File: src/rtl/multi_blinker_pkg.sv
// Shared types and default sizing for the multi-channel blinker.
// Mode and burst-state encodings are common to the top level and every channel.
package multi_blinker_pkg;

    localparam int DEF_CHANNELS  = 4;
    localparam int DEF_CNT_W     = 16;
    localparam int DEF_SHIFT_W   = 4;
    localparam int DEF_BURST_W   = 4;
    localparam int DEF_RST_SHIFT = 7;

    typedef enum logic [1:0] {
        MODE_OFF   = 2'd0,
        MODE_ON    = 2'd1,
        MODE_BLINK = 2'd2,
        MODE_BURST = 2'd3
    } mode_e;

    typedef enum logic [1:0] {
        BST_IDLE   = 2'd0,
        BST_ACTIVE = 2'd1,
        BST_DONE   = 2'd2
    } burst_state_e;

endpackage

File: src/rtl/multi_blinker_channel.sv
// One blink channel: live config registers, tap/period-boundary logic, burst FSM, output flop.
// Optional per-channel output inversion is built when MULTI_BLINKER_POLARITY_EN is defined.
module blink_channel
    import multi_blinker_pkg::*;
#(
    parameter int CNT_W     = DEF_CNT_W,
    parameter int SHIFT_W   = DEF_SHIFT_W,
    parameter int BURST_W   = DEF_BURST_W,
    parameter int RST_SHIFT = DEF_RST_SHIFT
) (
    input  logic               clk,
    input  logic               rst_n,
    input  logic [CNT_W-1:0]   count,
    input  logic               apply_req,
    input  mode_e              cfg_mode,
    input  logic [SHIFT_W-1:0] cfg_shift,
    input  logic [CNT_W-1:0]   cfg_phase,
    input  logic [BURST_W-1:0] cfg_burst,
`ifdef MULTI_BLINKER_POLARITY_EN
    input  logic               cfg_invert,
`endif
    output logic               apply_ok,
    output logic               blink_out,
    output logic               burst_done
);

    mode_e              mode_q, mode_d;
    burst_state_e       state_q, state_d;
    logic [SHIFT_W-1:0] shift_q, shift_d;
    logic [CNT_W-1:0]   phase_q, phase_d;
    logic [BURST_W-1:0] rem_q, rem_d;
    logic               tap_prev_q, tap_prev_d;
    logic               out_q, out_d;
    logic               done_q, done_d;
    logic               invert_q, invert_d;

    logic [CNT_W-1:0]   pc;
    logic [SHIFT_W-1:0] eff_shift;
    logic [CNT_W:0]     period_mask;
    logic               tap;
    logic               do_apply;
    logic               raw;

    always_comb begin
        pc = count + phase_q;
        if ({{(32-SHIFT_W){1'b0}}, shift_q} >= 32'(CNT_W)) begin
            eff_shift = SHIFT_W'(CNT_W - 1);
        end else begin
            eff_shift = shift_q;
        end
        tap = pc[eff_shift];
        // One extra bit so the mask for the top tap (all ones) cannot overflow.
        period_mask = ((CNT_W+1)'(2) << eff_shift) - (CNT_W+1)'(1);
        apply_ok = (mode_q == MODE_OFF) || ((pc & period_mask[CNT_W-1:0]) == '0);
        do_apply = apply_req && apply_ok;
    end

    always_comb begin
        mode_d     = mode_q;
        state_d    = state_q;
        shift_d    = shift_q;
        phase_d    = phase_q;
        rem_d      = rem_q;
        invert_d   = invert_q;
        tap_prev_d = tap;
        done_d     = 1'b0;

        if (do_apply) begin
            mode_d     = cfg_mode;
            shift_d    = cfg_shift;
            phase_d    = cfg_phase;
            rem_d      = cfg_burst;
`ifdef MULTI_BLINKER_POLARITY_EN
            invert_d   = cfg_invert;
`endif
            // The new tap may differ from the old one; never count that as a falling edge.
            tap_prev_d = 1'b0;
            if (cfg_mode == MODE_BURST) begin
                state_d = (cfg_burst == '0) ? BST_DONE : BST_ACTIVE;
            end else begin
                state_d = BST_IDLE;
            end
        end else if (state_q == BST_ACTIVE && tap_prev_q && !tap) begin
            if (rem_q == BURST_W'(1)) begin
                rem_d   = '0;
                state_d = BST_DONE;
                done_d  = 1'b1;
            end else begin
                rem_d = rem_q - BURST_W'(1);
            end
        end

        case (mode_q)
            MODE_OFF:   raw = 1'b0;
            MODE_ON:    raw = 1'b1;
            MODE_BLINK: raw = tap;
            default:    raw = (state_q == BST_ACTIVE) ? tap : 1'b0;
        endcase
        out_d = raw ^ invert_q;
    end

    always_ff @(posedge clk or negedge rst_n) begin
        if (!rst_n) begin
            mode_q     <= MODE_OFF;
            state_q    <= BST_IDLE;
            shift_q    <= SHIFT_W'(RST_SHIFT);
            phase_q    <= '0;
            rem_q      <= '0;
            tap_prev_q <= 1'b0;
            out_q      <= 1'b0;
            done_q     <= 1'b0;
            invert_q   <= 1'b0;
        end else begin
            mode_q     <= mode_d;
            state_q    <= state_d;
            shift_q    <= shift_d;
            phase_q    <= phase_d;
            rem_q      <= rem_d;
            tap_prev_q <= tap_prev_d;
            out_q      <= out_d;
            done_q     <= done_d;
            invert_q   <= invert_d;
        end
    end

    assign blink_out  = out_q;
    assign burst_done = done_q;

endmodule

File: src/rtl/multi_blinker.sv
// Top of the multi-channel blinker: shared counter, single-entry config slot and channel decode.
// Defining MULTI_BLINKER_POLARITY_EN adds the cfg_invert input and per-channel output inversion.
module multi_blinker
    import multi_blinker_pkg::*;
#(
    parameter int CHANNELS  = DEF_CHANNELS,
    parameter int CNT_W     = DEF_CNT_W,
    parameter int SHIFT_W   = DEF_SHIFT_W,
    parameter int BURST_W   = DEF_BURST_W,
    parameter int RST_SHIFT = DEF_RST_SHIFT
) (
    input  logic                clk,
    input  logic                rst_n,
    input  logic                ena,
    input  logic                cfg_valid,
    output logic                cfg_ready,
    input  logic [2:0]          cfg_ch,
    input  logic [1:0]          cfg_mode,
    input  logic [SHIFT_W-1:0]  cfg_shift,
    input  logic [CNT_W-1:0]    cfg_phase,
    input  logic [BURST_W-1:0]  cfg_burst,
`ifdef MULTI_BLINKER_POLARITY_EN
    input  logic                cfg_invert,
`endif
    output logic [CNT_W-1:0]    count,
    output logic [CHANNELS-1:0] blink_out,
    output logic [CHANNELS-1:0] burst_done
);

    logic [CNT_W-1:0]   count_q, count_d;
    logic               pend_vld_q, pend_vld_d;
    logic [2:0]         pend_ch_q, pend_ch_d;
    mode_e              pend_mode_q, pend_mode_d;
    logic [SHIFT_W-1:0] pend_shift_q, pend_shift_d;
    logic [CNT_W-1:0]   pend_phase_q, pend_phase_d;
    logic [BURST_W-1:0] pend_burst_q, pend_burst_d;
    logic               pend_inv_q, pend_inv_d;

    logic [CHANNELS-1:0] apply_req;
    logic [CHANNELS-1:0] apply_ok;
    logic                accept;
    logic                applied;

    always_comb begin
        count_d      = ena ? count_q + CNT_W'(1) : count_q;
        pend_vld_d   = pend_vld_q;
        pend_ch_d    = pend_ch_q;
        pend_mode_d  = pend_mode_q;
        pend_shift_d = pend_shift_q;
        pend_phase_d = pend_phase_q;
        pend_burst_d = pend_burst_q;
        pend_inv_d   = pend_inv_q;

        accept  = cfg_valid && !pend_vld_q;
        applied = |(apply_req & apply_ok);

        if (accept) begin
            // Writes to channels that do not exist are acknowledged but never occupy the slot.
            pend_vld_d   = ({29'd0, cfg_ch} < 32'(CHANNELS));
            pend_ch_d    = cfg_ch;
            pend_mode_d  = mode_e'(cfg_mode);
            pend_shift_d = cfg_shift;
            pend_phase_d = cfg_phase;
            pend_burst_d = cfg_burst;
`ifdef MULTI_BLINKER_POLARITY_EN
            pend_inv_d   = cfg_invert;
`endif
        end else if (applied) begin
            pend_vld_d = 1'b0;
        end
    end

    always_ff @(posedge clk or negedge rst_n) begin
        if (!rst_n) begin
            count_q      <= '0;
            pend_vld_q   <= 1'b0;
            pend_ch_q    <= '0;
            pend_mode_q  <= MODE_OFF;
            pend_shift_q <= '0;
            pend_phase_q <= '0;
            pend_burst_q <= '0;
            pend_inv_q   <= 1'b0;
        end else begin
            count_q      <= count_d;
            pend_vld_q   <= pend_vld_d;
            pend_ch_q    <= pend_ch_d;
            pend_mode_q  <= pend_mode_d;
            pend_shift_q <= pend_shift_d;
            pend_phase_q <= pend_phase_d;
            pend_burst_q <= pend_burst_d;
            pend_inv_q   <= pend_inv_d;
        end
    end

    for (genvar i = 0; i < CHANNELS; i++) begin : g_ch
        assign apply_req[i] = pend_vld_q && (pend_ch_q == 3'(i));

        blink_channel #(
            .CNT_W     (CNT_W),
            .SHIFT_W   (SHIFT_W),
            .BURST_W   (BURST_W),
            .RST_SHIFT (RST_SHIFT)
        ) u_ch (
            .clk        (clk),
            .rst_n      (rst_n),
            .count      (count_q),
            .apply_req  (apply_req[i]),
            .cfg_mode   (pend_mode_q),
            .cfg_shift  (pend_shift_q),
            .cfg_phase  (pend_phase_q),
            .cfg_burst  (pend_burst_q),
`ifdef MULTI_BLINKER_POLARITY_EN
            .cfg_invert (pend_inv_q),
`endif
            .apply_ok   (apply_ok[i]),
            .blink_out  (blink_out[i]),
            .burst_done (burst_done[i])
        );
    end

    assign cfg_ready = !pend_vld_q;
    assign count     = count_q;

endmodule

File: config.mk
export PLATFORM = sky130hd
export DESIGN_NAME = multi_blinker
export DESIGN_NICKNAME = d
export VERILOG_FILES = /design/src/rtl/multi_blinker_pkg.sv /design/src/rtl/multi_blinker_channel.sv /design/src/rtl/multi_blinker.sv
export SDC_FILE = /design/constraint.sdc
export NUM_CORES = 1
export LEC_CHECK = 0
export ABC_CLOCK_PERIOD_IN_PS = 6750
export BUFFER_PORTS_ARGS = -buffer_cell sky130_fd_sc_hd__buf_4
export CAP_MARGIN = 20
export CORE_ASPECT_RATIO = 1.25
export CORE_MARGIN = 2
export CORE_UTILIZATION = 60
export DETAILED_ROUTE_END_ITERATION = 8
export HOLD_SLACK_MARGIN = 0.05
export MAX_ROUTING_LAYER = met4
export PLACE_DENSITY = 0.79
export SKIP_LAST_GASP = 1
export SLEW_MARGIN = 20
export SYNTH_ARGS = -nofsm -noshare
export SYNTH_HDL_FRONTEND = slang
export SYNTH_SLANG_ARGS = --single-unit
File: constraint.sdc
create_clock -name clk -period 6.75 [get_ports clk]
set_input_delay 1.35 -clock clk [delete_from_list [all_inputs] [get_ports clk]]
set_output_delay 1.35 -clock clk [all_outputs]
set_load 0.01 [all_outputs]
==> results.toml, run 1 <==
[run_status]
outcome = "finished, final reports clean"

[flow_run]
max_cap_violations = 0

[final_layout]
nFillCells = 1664
fin_area_sq_mm = 0.0139
mostFrequentLayoutCells = "dfrtp_1, nor2_1, nand2_1"
final_layout_size_suffix_gt1_share_pct = 18.7
final_nets = 1500
final_cells = 1677
final_common_cell = "dfrtp_1"
final_core_util_pct = 66.6
syn2layout_area_growth_pct = 8.82
diodes = 0

[timing]
fmax_mhz = 223
fin_crit_ps = 4480
setup_ws_ps = 2270
setup_tns_ps = 0
setup_viol = 0
slew_headroom_pct = 30.2
rsz0062_at_grt = "no"
fin_crit_sh_pct = 66.3
worstMarginPinSlew_ps = 1020
slew_violations = 0
skew_ps = 23.1
final-hold-violation-count = 0

[worst_setup_path]
crit_type = "reg -> reg"
ff2ff_setup_slack_ps = 2270
reg2reg_to = "g_ch[3].u_ch.phase_q[8]"
r2r_cells = 12
cp.arrival_ps = 4800
slowest_delay_ps = 550
cp_num_buf_inv = 2
startpoint_type = "flip-flop"
crit_family = "compound AO/OA/AOI/OAI gates"
cp-end-kind = "flip-flop"
cp_data_required_time_ps = 7070
cp_cell_sequence = "inv_1, fa_1, nand2b_1, a21oi_1, o211ai_1, a41oi_1, xor2_1, a221oi_1, o2111ai_1, o32ai_4, buf_4, mux2_2"
r2r-start = "count[1]"
crit_fanout = 27
slowest_stage = "dfrtp_1"

[synth]
syn-num-nets = 1493
synth_area_leaders = "dfrtp_1, mux2_2, ha_1, o21ai_0, a21oi_1"
ys_seq_elements = 170
synth_area_leader_cell = "dfrtp_1"
synth_ff_type = "dfrtp_1"
ys_types = 101
seq_area_frac_synth_pct = 33.4
syn_avg_cell_area_sq_um = 9.25
synth-edff-count = 0
synthArstFlopShare_pct = 100
synthCells = 1383
yosys_warnings = 0
netlist_area_sq_mm = 0.0128
netlist.area_leader.share_pct = 30.9

[floorplan]
core_area_sq_mm = 0.0209
die-area_sq_mm = 0.0225
io_pins = 58
start_util_pct = 61.2
die_x_microns = 135
die-height_microns = 167
row_count = 59

[cts]
cts-buffers-inserted = 17
hold_buffers = 0
htree_levels = 4
clock_latency_ps = 440
clk_path_buf_depth = 2
cts_num_sinks = 170
root_buffer = "clkbuf_16"
cts_tree = "built"
post_cts_resized = 0
postCtsSetupRepairBufs = 0
clkTransAtPathRegs_ps = 80

[placed_design]
dpl_cell_area_sq_mm = 0.0133
place_ws_ps = 2300
gp_congestion = 0.955
portBuffers = 57
dpl.cell_count = 1643
dp_hpwl_microns = 25200

[grt]
antenna_found_initial = 0
first_global_vias = 10509
grt.total_usage_pct = 32.2
grt_pass1_wl_microns = 55800
overflow = 0
grt_max_degree = 66

[route]
avgViaCountPerCell = 6.51
routedWlPerCell_microns = 20.8
wl_microns = 34900
drc_errors = 0
via_count = 10924
ant_nets = 0
first_pass_iters = 6
drt-initial-drc-count = 827

[power_and_ir_drop]
peakVddDrop_mv = 0.272
cellPowerDensity_mw_per_mm2 = 508
power_leakage_nw = 6.02

[worst_hold_path]
holdPathEnd = "g_ch[1].u_ch.blink_out"
hp-class = "reg -> reg"
whs_path_depth = 1
min_from = "g_ch[1].u_ch.mode_q[1]"
-- Yosys cell counts, types with 6 or more instances --
cell / number
or3_1: 13
o21ai_1: 7
a21boi_0: 6
a31oi_1: 20
nor2_1: 108
nand3_1: 26
dfstp_2: 12
o22ai_1: 10
xnor2_1: 40
nor3_1: 35
a221oi_1: 6
or2_2: 11
o2111ai_1: 9
nor2b_1: 24
nor4_1: 6
o31ai_1: 11
o21ai_0: 87
nand2_1: 97
nand2b_1: 22
dfrtp_1: 158
buf_2: 19
xor2_1: 24
mux2i_1: 19
and2_1: 14
a22oi_1: 8
a21o_1: 24
inv_1: 49
a211oi_1: 11
nand4_1: 6
and4_1: 7
and3_1: 8
mux2_2: 94
a21oi_1: 85
a32oi_1: 7
ha_1: 73
o211ai_1: 17
o21a_1: 12
nor3b_1: 8
or4_1: 9
clkbuf_1: 37
buf_4: 11
mux2_4: 19
-- cell type report --
cell class                      instances  area, sq um  share of cell area [%]
Clock inverter                         14          174                    1.25
Clock buffer                           18          429                    3.08
Timing Repair Buffer                   63          509                    3.66
Sequential cell                       170         4270                    30.7
Tap cell                              274          343                    2.46
Inverter                               51          191                    1.38
Multi-Input combinational cell       1087         8000                    57.5
-- power by group --
group	internal [mW]	leakage, nW	switching, mW	total [mW]
clock network	0.532	0.294	0.481	1.01
registers	1.50	2.07	0.724	2.23
logic	1.75	3.66	2.08	3.83
total	3.79	6.02	3.29	7.07
-- metal layers --
| metal | track usage, % | wire (microns) | vias up | share of wire (%) |
|---|---|---|---|---|
| met5 | - | 0 | - | 0 |
| met4 | 13.7 | 1450 | 0 | 4.2 |
| met3 | 4.48 | 1750 | 104 | 5.0 |
| met2 | 52.9 | 17300 | 347 | 49 |
| met1 | 39.8 | 14400 | 5331 | 41 |
| li1 | - | - | 5142 | - |
-- per-stage QoR --
step                      total power [mW]  hold slack [ps]
final                                 7.07              492
after global routing                  7.57              521
after CTS                             7.00              490
after detailed placement              5.95              487
after global placement                5.85              484
after floorplan                       4.96              438
-- sequential cells by signal (all words and copies together) (netlist names) --
name,flops
pend_phase_q,16
g_ch.u_ch.rem_q,16
g_ch.u_ch.mode_q,8
g_ch.u_ch.blink_out,4
pend_mode_q,2
g_ch.u_ch.tap_prev_q,4
g_ch.u_ch.state_q,8
g_ch.u_ch.burst_done,4
pend_vld_q,1
pend_shift_q,4
g_ch.u_ch.eff_shift,16
g_ch.u_ch.phase_q,64
pend_ch_q,3
pend_burst_q,4
count,16
-- logic make-up (layout without fill, tap and decap cells) --
| family | Yosys count | in the layout | synth area share, % |
|---|---|---|---|
| and+or+nand+nor | 419 | 419 | 16.9 |
| AOI/OAI and AO/OA | 394 | 394 | 21.0 |
| DFF | 170 | 170 | 33.4 |
| muxes | 133 | 133 | 12.2 |
| buffers and inverters | 126 | 146 | 4.38 |
| adders and majority gates | 77 | 77 | 7.77 |
| xor gates and xnor gates | 64 | 64 | 4.38 |
-- worst max-delay path by stage --
stage | from | end | cells after the start
floorplan | count[1] | g_ch[3].u_ch.rem_q[3] | 12
global placement | count[1] | g_ch[1].u_ch.rem_q[1] | 11
detailed placement | count[1] | g_ch[1].u_ch.phase_q[6] | 11
CTS | count[1] | g_ch[1].u_ch.phase_q[7] | 11
global route | count[1] | g_ch[3].u_ch.state_q[0] | 12
finish | count[1] | g_ch[3].u_ch.phase_q[8] | 12
(Power assumes the default switching activity.)
==> run 2: changes to the inputs <==
ABC_CLOCK_PERIOD_IN_PS = 4300   (was 6750)
clock period = 4.3 ns   (was 6.75 ns; I/O delays follow)
==> results.toml, run 2 (same netlist as run 1, synthesis figures left out) <==
[run_status]
outcome = "finished, final reports clean"

[route]
wl_microns = 35200
first_pass_iters = 5
via_count = 10934
dr_wl_met2_microns = 17200
avgViaCountPerCell = 6.44
route.layer.met1.wl_microns = 14800
drt-initial-drc-count = 965
ant_nets = 0
wl_met3_microns = 1830
routedWlPerCell_microns = 20.8
drc_errors = 0
routed.top_layer = "met4"

[final_layout]
nFillCells = 1653
syn2layout_area_growth_pct = 10.0
largest_reg_flops = 64
final_layout_size_suffix_gt1_share_pct = 19.9
final_common_cell = "dfrtp_1"
final_core_util_pct = 67.4
diodes = 0
multi_input_area_sq_mm = 0.00801
final_nets = 1521
mostFrequentLayoutCells = "dfrtp_1, nor2_1, nand2_1"
regMostFlops = "g_ch.u_ch.phase_q"
seq_area_sq_mm = 0.00427

[cts]
htree_levels = 4
cts_num_sinks = 170
clk_path_buf_depth = 2
cts_tree = "built"
postCtsSetupRepairBufs = 0
hold_buffers = 0
clkTransAtPathRegs_ps = 70
clock_latency_ps = 430
cts-buffers-inserted = 17
root_buffer = "clkbuf_16"

[timing]
setup_tns_ps = 0
rsz0062_at_grt = "no"
final-hold-violation-count = 0
setup_viol = 0
fin_hold_ws_ps = 449
worstMarginPinSlew_ps = 990
slew_violations = 0
skew_ps = 13.5
fmax_mhz = 253
slew_headroom_pct = 33.9
fin_crit_sh_pct = 91.8
fin_crit_ps = 3950

[power_and_ir_drop]
power_leakage_nw = 6.12
cellPowerDensity_mw_per_mm2 = 800
peakVddDrop_mv = 0.498

[placed_design]
portBuffers = 57
gp_congestion = 0.935
dp_hpwl_microns = 25500

[worst_setup_path]
crit_type = "reg -> reg"
cp-end-kind = "flip-flop"
slowest_stage = "a2111oi_4"
cp.arrival_ps = 4260
slowest_delay_ps = 480
cp_data_required_time_ps = 4610
crit_fanout = 14
cp_cell_sequence = "ha_1, inv_1, fa_1, nand2b_1, a21o_1, a211oi_1, or3_1, o21ai_0, a311o_1, a2111oi_4, nor2_4, buf_12, mux2_4"
startpoint_type = "flip-flop"

[floorplan]
die-area_sq_mm = 0.0225
io_pins = 58
start_util_pct = 61.2
die-height_microns = 167
core_area_sq_mm = 0.0209
die_x_microns = 135
row_count = 59

[flow_run]
max_cap_violations = 0

[grt]
grt_pass1_wl_microns = 56600
grt_max_degree = 84
antenna_found_initial = 0
overflow = 0
grt.total_usage_pct = 32.9
first_global_vias = 10477

[worst_hold_path]
hp-class = "in -> async"
==> run 2: layer usage <==
layer,up-vias,track usage [%]
met5,-,-
met3,76,4.06
li1,5163,-
met1,5338,42.0
met2,357,53.1
met4,0,13.5
==> run 2: what timing repair did <==
item	4_1_cts	5_1_grt
hold endpoints to repair	0	0
resized for setup	0	1
endpoints found under the setup margin	0	2
==> run 2: worst paths after layout <==
check | startpoint | end | slack [ps] | cells after the start
worst max-delay path | count[0] | g_ch[2].u_ch.phase_q[3] | 350 | 13
worst min-delay path | rst_n | g_ch[3].u_ch.phase_q[15] | 450 | 1
worst max register to register | count[0] | g_ch[2].u_ch.phase_q[3] | 350 | 13
worst min register to register | g_ch[1].u_ch.mode_q[1] | g_ch[1].u_ch.blink_out | 500 | 1
max in group asynchronous | rst_n | g_ch[2].u_ch.eff_shift[2] | 2810 | 2
min in group clk | g_ch[1].u_ch.mode_q[1] | g_ch[1].u_ch.blink_out | 500 | 1
==> run 2: worst max-delay path, delay by kind of cell (launching register included) <==
kind	cells	cell delay, ps
AOI/OAI and AO/OA	5	1540
adders and majority gates	2	660
and+or+nand+nor	3	580
DFF	1	440
buffers and inverters	2	300
muxes	1	300
==> run 2: layout make-up <==
| type | instances | area share [%] |
|---|---|---|
| Timing Repair Buffer | 84 | 4.68 |
| Multi-Input combinational cell | 1087 | 56.9 |
| Clock buffer | 19 | 3.15 |
| Sequential cell | 170 | 30.3 |
| Inverter | 51 | 1.36 |
| Clock inverter | 13 | 1.14 |
| Tap cell | 274 | 2.44 |
==> run 2: power breakdown <==
part	total [mW]	switching [mW]	leakage (nW)	internal, mW
combinational	6.24	3.41	3.75	2.83
clock	1.59	0.703	0.290	0.890
sequential	3.42	1.06	2.07	2.36
==> run 2: stage by stage <==
step / instance area (sq um) / setup WS, ps / power (mW) / cells
CTS: 14100 / 381 / 11.2 / 1698
detailed placement: 13500 / 379 / 9.52 / 1666
floorplan: 12800 / 590 / 7.78 / 1383
finish: 14100 / 352 / 11.3 / 1698
global route: 14100 / 52.3 / 12.1 / 1698
global placement: 13500 / 479 / 9.34 / 1666
==> run 3: changes to the inputs <==
SYNTH_HIERARCHICAL = 1   (was default)
==> results.toml, run 3 <==
[power_and_ir_drop]
peakVddDrop_mv = 0.423
p_comb_share_pct = 58.6
cellPowerDensity_mw_per_mm2 = 813
swShare_pct = 48.0
power_switching_mw = 5.75
intPower_mw = 6.24
clock_power_share_pct = 12.2
power_leakage_nw = 6.63
sequentialPowerShare_pct = 29.2
totalPowerFinal_mw = 12.0

[floorplan]
row_count = 61
die-area_sq_mm = 0.0239
core_area_sq_mm = 0.0222
die-height_microns = 172
io_pins = 58
start_util_pct = 61.2
die_x_microns = 139

[timing]
worstMarginPinSlew_ps = 959
fin_crit_sh_pct = 92.0
setup_viol = 0
slew_headroom_pct = 35.5
fin_crit_ps = 3950
setup_tns_ps = 0
final-hold-violation-count = 0
rsz0062_at_grt = "no"
fin_hold_ws_ps = 497
skew_ps = 14.1
slew_violations = 0
fmax_mhz = 253

[route]
drc_errors = 0
avgViaCountPerCell = 6.59
drt-initial-drc-count = 884
via_count = 11580
routedWlPerCell_microns = 21.7
first_pass_iters = 5
wl_microns = 38100
ant_nets = 0

[worst_setup_path]
crit_family = "simple AND/OR/NAND/NOR gates"
slowest_delay_ps = 740
r2r_cells = 12
crit_type = "reg -> reg"
crit_fanout = 23
startpoint_type = "flip-flop"
cp_num_buf_inv = 2
cp_num_cells = 12
cp_cell_sequence = "inv_1, nor2_1, nand2_1, ha_1, and2_1, o21ai_0, a211oi_1, or3_1, o41ai_4, o211ai_4, buf_12, mux2_4"
cp_data_required_time_ps = 4620
cp-end-kind = "flip-flop"
slowest_stage = "dfstp_2"
cp.arrival_ps = 4280

[grt]
use_met2_pct = 56.2
grt.total_usage_pct = 33.1
overflow = 0
first_global_vias = 11317
grt_pass1_wl_microns = 60700
antenna_found_initial = 1
gr-usage-met1_pct = 38.0
grt_max_degree = 104
grt.busiest_layer = "met2"
gr-usage-met3_pct = 4.90

[synth]
synth_common_cells = "dfrtp_1, a21oi_1, nand2_1, nor2_1, ha_1"
synthArstFlopShare_pct = 100
ys_seq_elements = 170
synth_area_leader_cell = "dfrtp_1"
synth_ff_type = "dfrtp_1"
synth_most_common_cell = "dfrtp_1"
seq_area_frac_synth_pct = 31.4
yosys_warnings = 6
synth_area_leaders = "dfrtp_1, ha_1, mux2_4, mux2_2, a21oi_1"
ys_types = 109
synth-edff-count = 0
synthCells = 1410
netlist_area_sq_mm = 0.0136
syn_avg_cell_area_sq_um = 9.63
netlist.area_leader.share_pct = 29.1
syn-num-nets = 1520

[cts]
clkTransAtPathRegs_ps = 70
cts_num_sinks = 170
root_buffer = "clkbuf_16"
post_cts_resized = 0
htree_levels = 4
clk_path_buf_depth = 2
cts-buffers-inserted = 17
hold_buffers = 0
postCtsSetupRepairBufs = 0
cts_tree = "built"
clock_latency_ps = 440

[placed_design]
dp_hpwl_microns = 28000
gp_congestion = 0.989
dpl_cell_area_sq_mm = 0.0142
portBuffers = 57

[final_layout]
syn2layout_area_growth_pct = 8.62
regMostFlops = "g_ch.u_ch/phase_q"
final_layout_size_suffix_gt1_share_pct = 21.9
diodes = 0
fin_area_sq_mm = 0.0148
final_common_cell = "dfrtp_1"
largest_reg_flops = 64
mostFrequentLayoutCells = "dfrtp_1, a21oi_1, nand2_1"
final_nets = 1570

[worst_hold_path]
hp-class = "reg -> reg"
whs_path_depth = 1

[run_status]
outcome = "finished, final reports clean"

[flow_run]
max_cap_violations = 0
[run 3: metal layers]
layer	routed length, microns	vias up
li1	-	5373
met1	15400	5700
met2	18700	381
met3	1860	126
met4	2170	0
met5	0	-
[run 3: cell type report]
type	count	area (sq um)
inverter	48	180
clock inverter	14	114
sequential	170	4270
tap	283	354
clock buffer	18	429
timing repair buffer	94	734
fill	1748	7460
multi-input combinational	1129	8670
[run 3: through the flow]
stage	cells	util (%)	setup WS, ps
final	1756	66.4	345
after global placement	1724	64.0	484
after floorplan	1410	-	859
after detailed placement	1724	64.0	369
after global routing	1756	66.4	160
after CTS	1756	66.4	335
[run 3: power groups by stage]
| stage | clock network, mW | logic, mW | registers [mW] |
|---|---|---|---|
| 2_1_floorplan | 0 | 5.54 | 2.92 |
| 3_5_place_dp | 0 | 6.86 | 3.47 |
| 4_1_cts | 1.48 | 6.93 | 3.45 |
| 3_3_place_gp | 0 | 6.70 | 3.43 |
| 5_1_grt | 1.54 | 7.68 | 3.56 |
| 6_report | 1.47 | 7.03 | 3.50 |
[run 3: path summary, 6_finish.rpt]
path	startpoint	end	slack (ps)
hold reg to reg	g_ch[1].u_ch/mode_q[1]	g_ch[1].u_ch/blink_out	500
setup reg to reg	g_ch[0].u_ch/eff_shift[0]	g_ch[0].u_ch/phase_q[13]	350
min in group asynchronous	rst_n	g_ch[2].u_ch/eff_shift[3]	520
setup / recovery	g_ch[0].u_ch/eff_shift[0]	g_ch[0].u_ch/phase_q[13]	350
hold / removal	g_ch[1].u_ch/mode_q[1]	g_ch[1].u_ch/blink_out	500
max in group asynchronous	rst_n	g_ch[3].u_ch/eff_shift[1]	2790
[run 3: cell families after synthesis]
family,after synthesis,share of synthesized area (%)
compound gates,409,21.4
xor+xnor,51,3.40
fa+ha+maj,77,7.31
buf+inv,111,4.78
flops,170,31.4
mux,157,14.5
simple gates,435,17.2
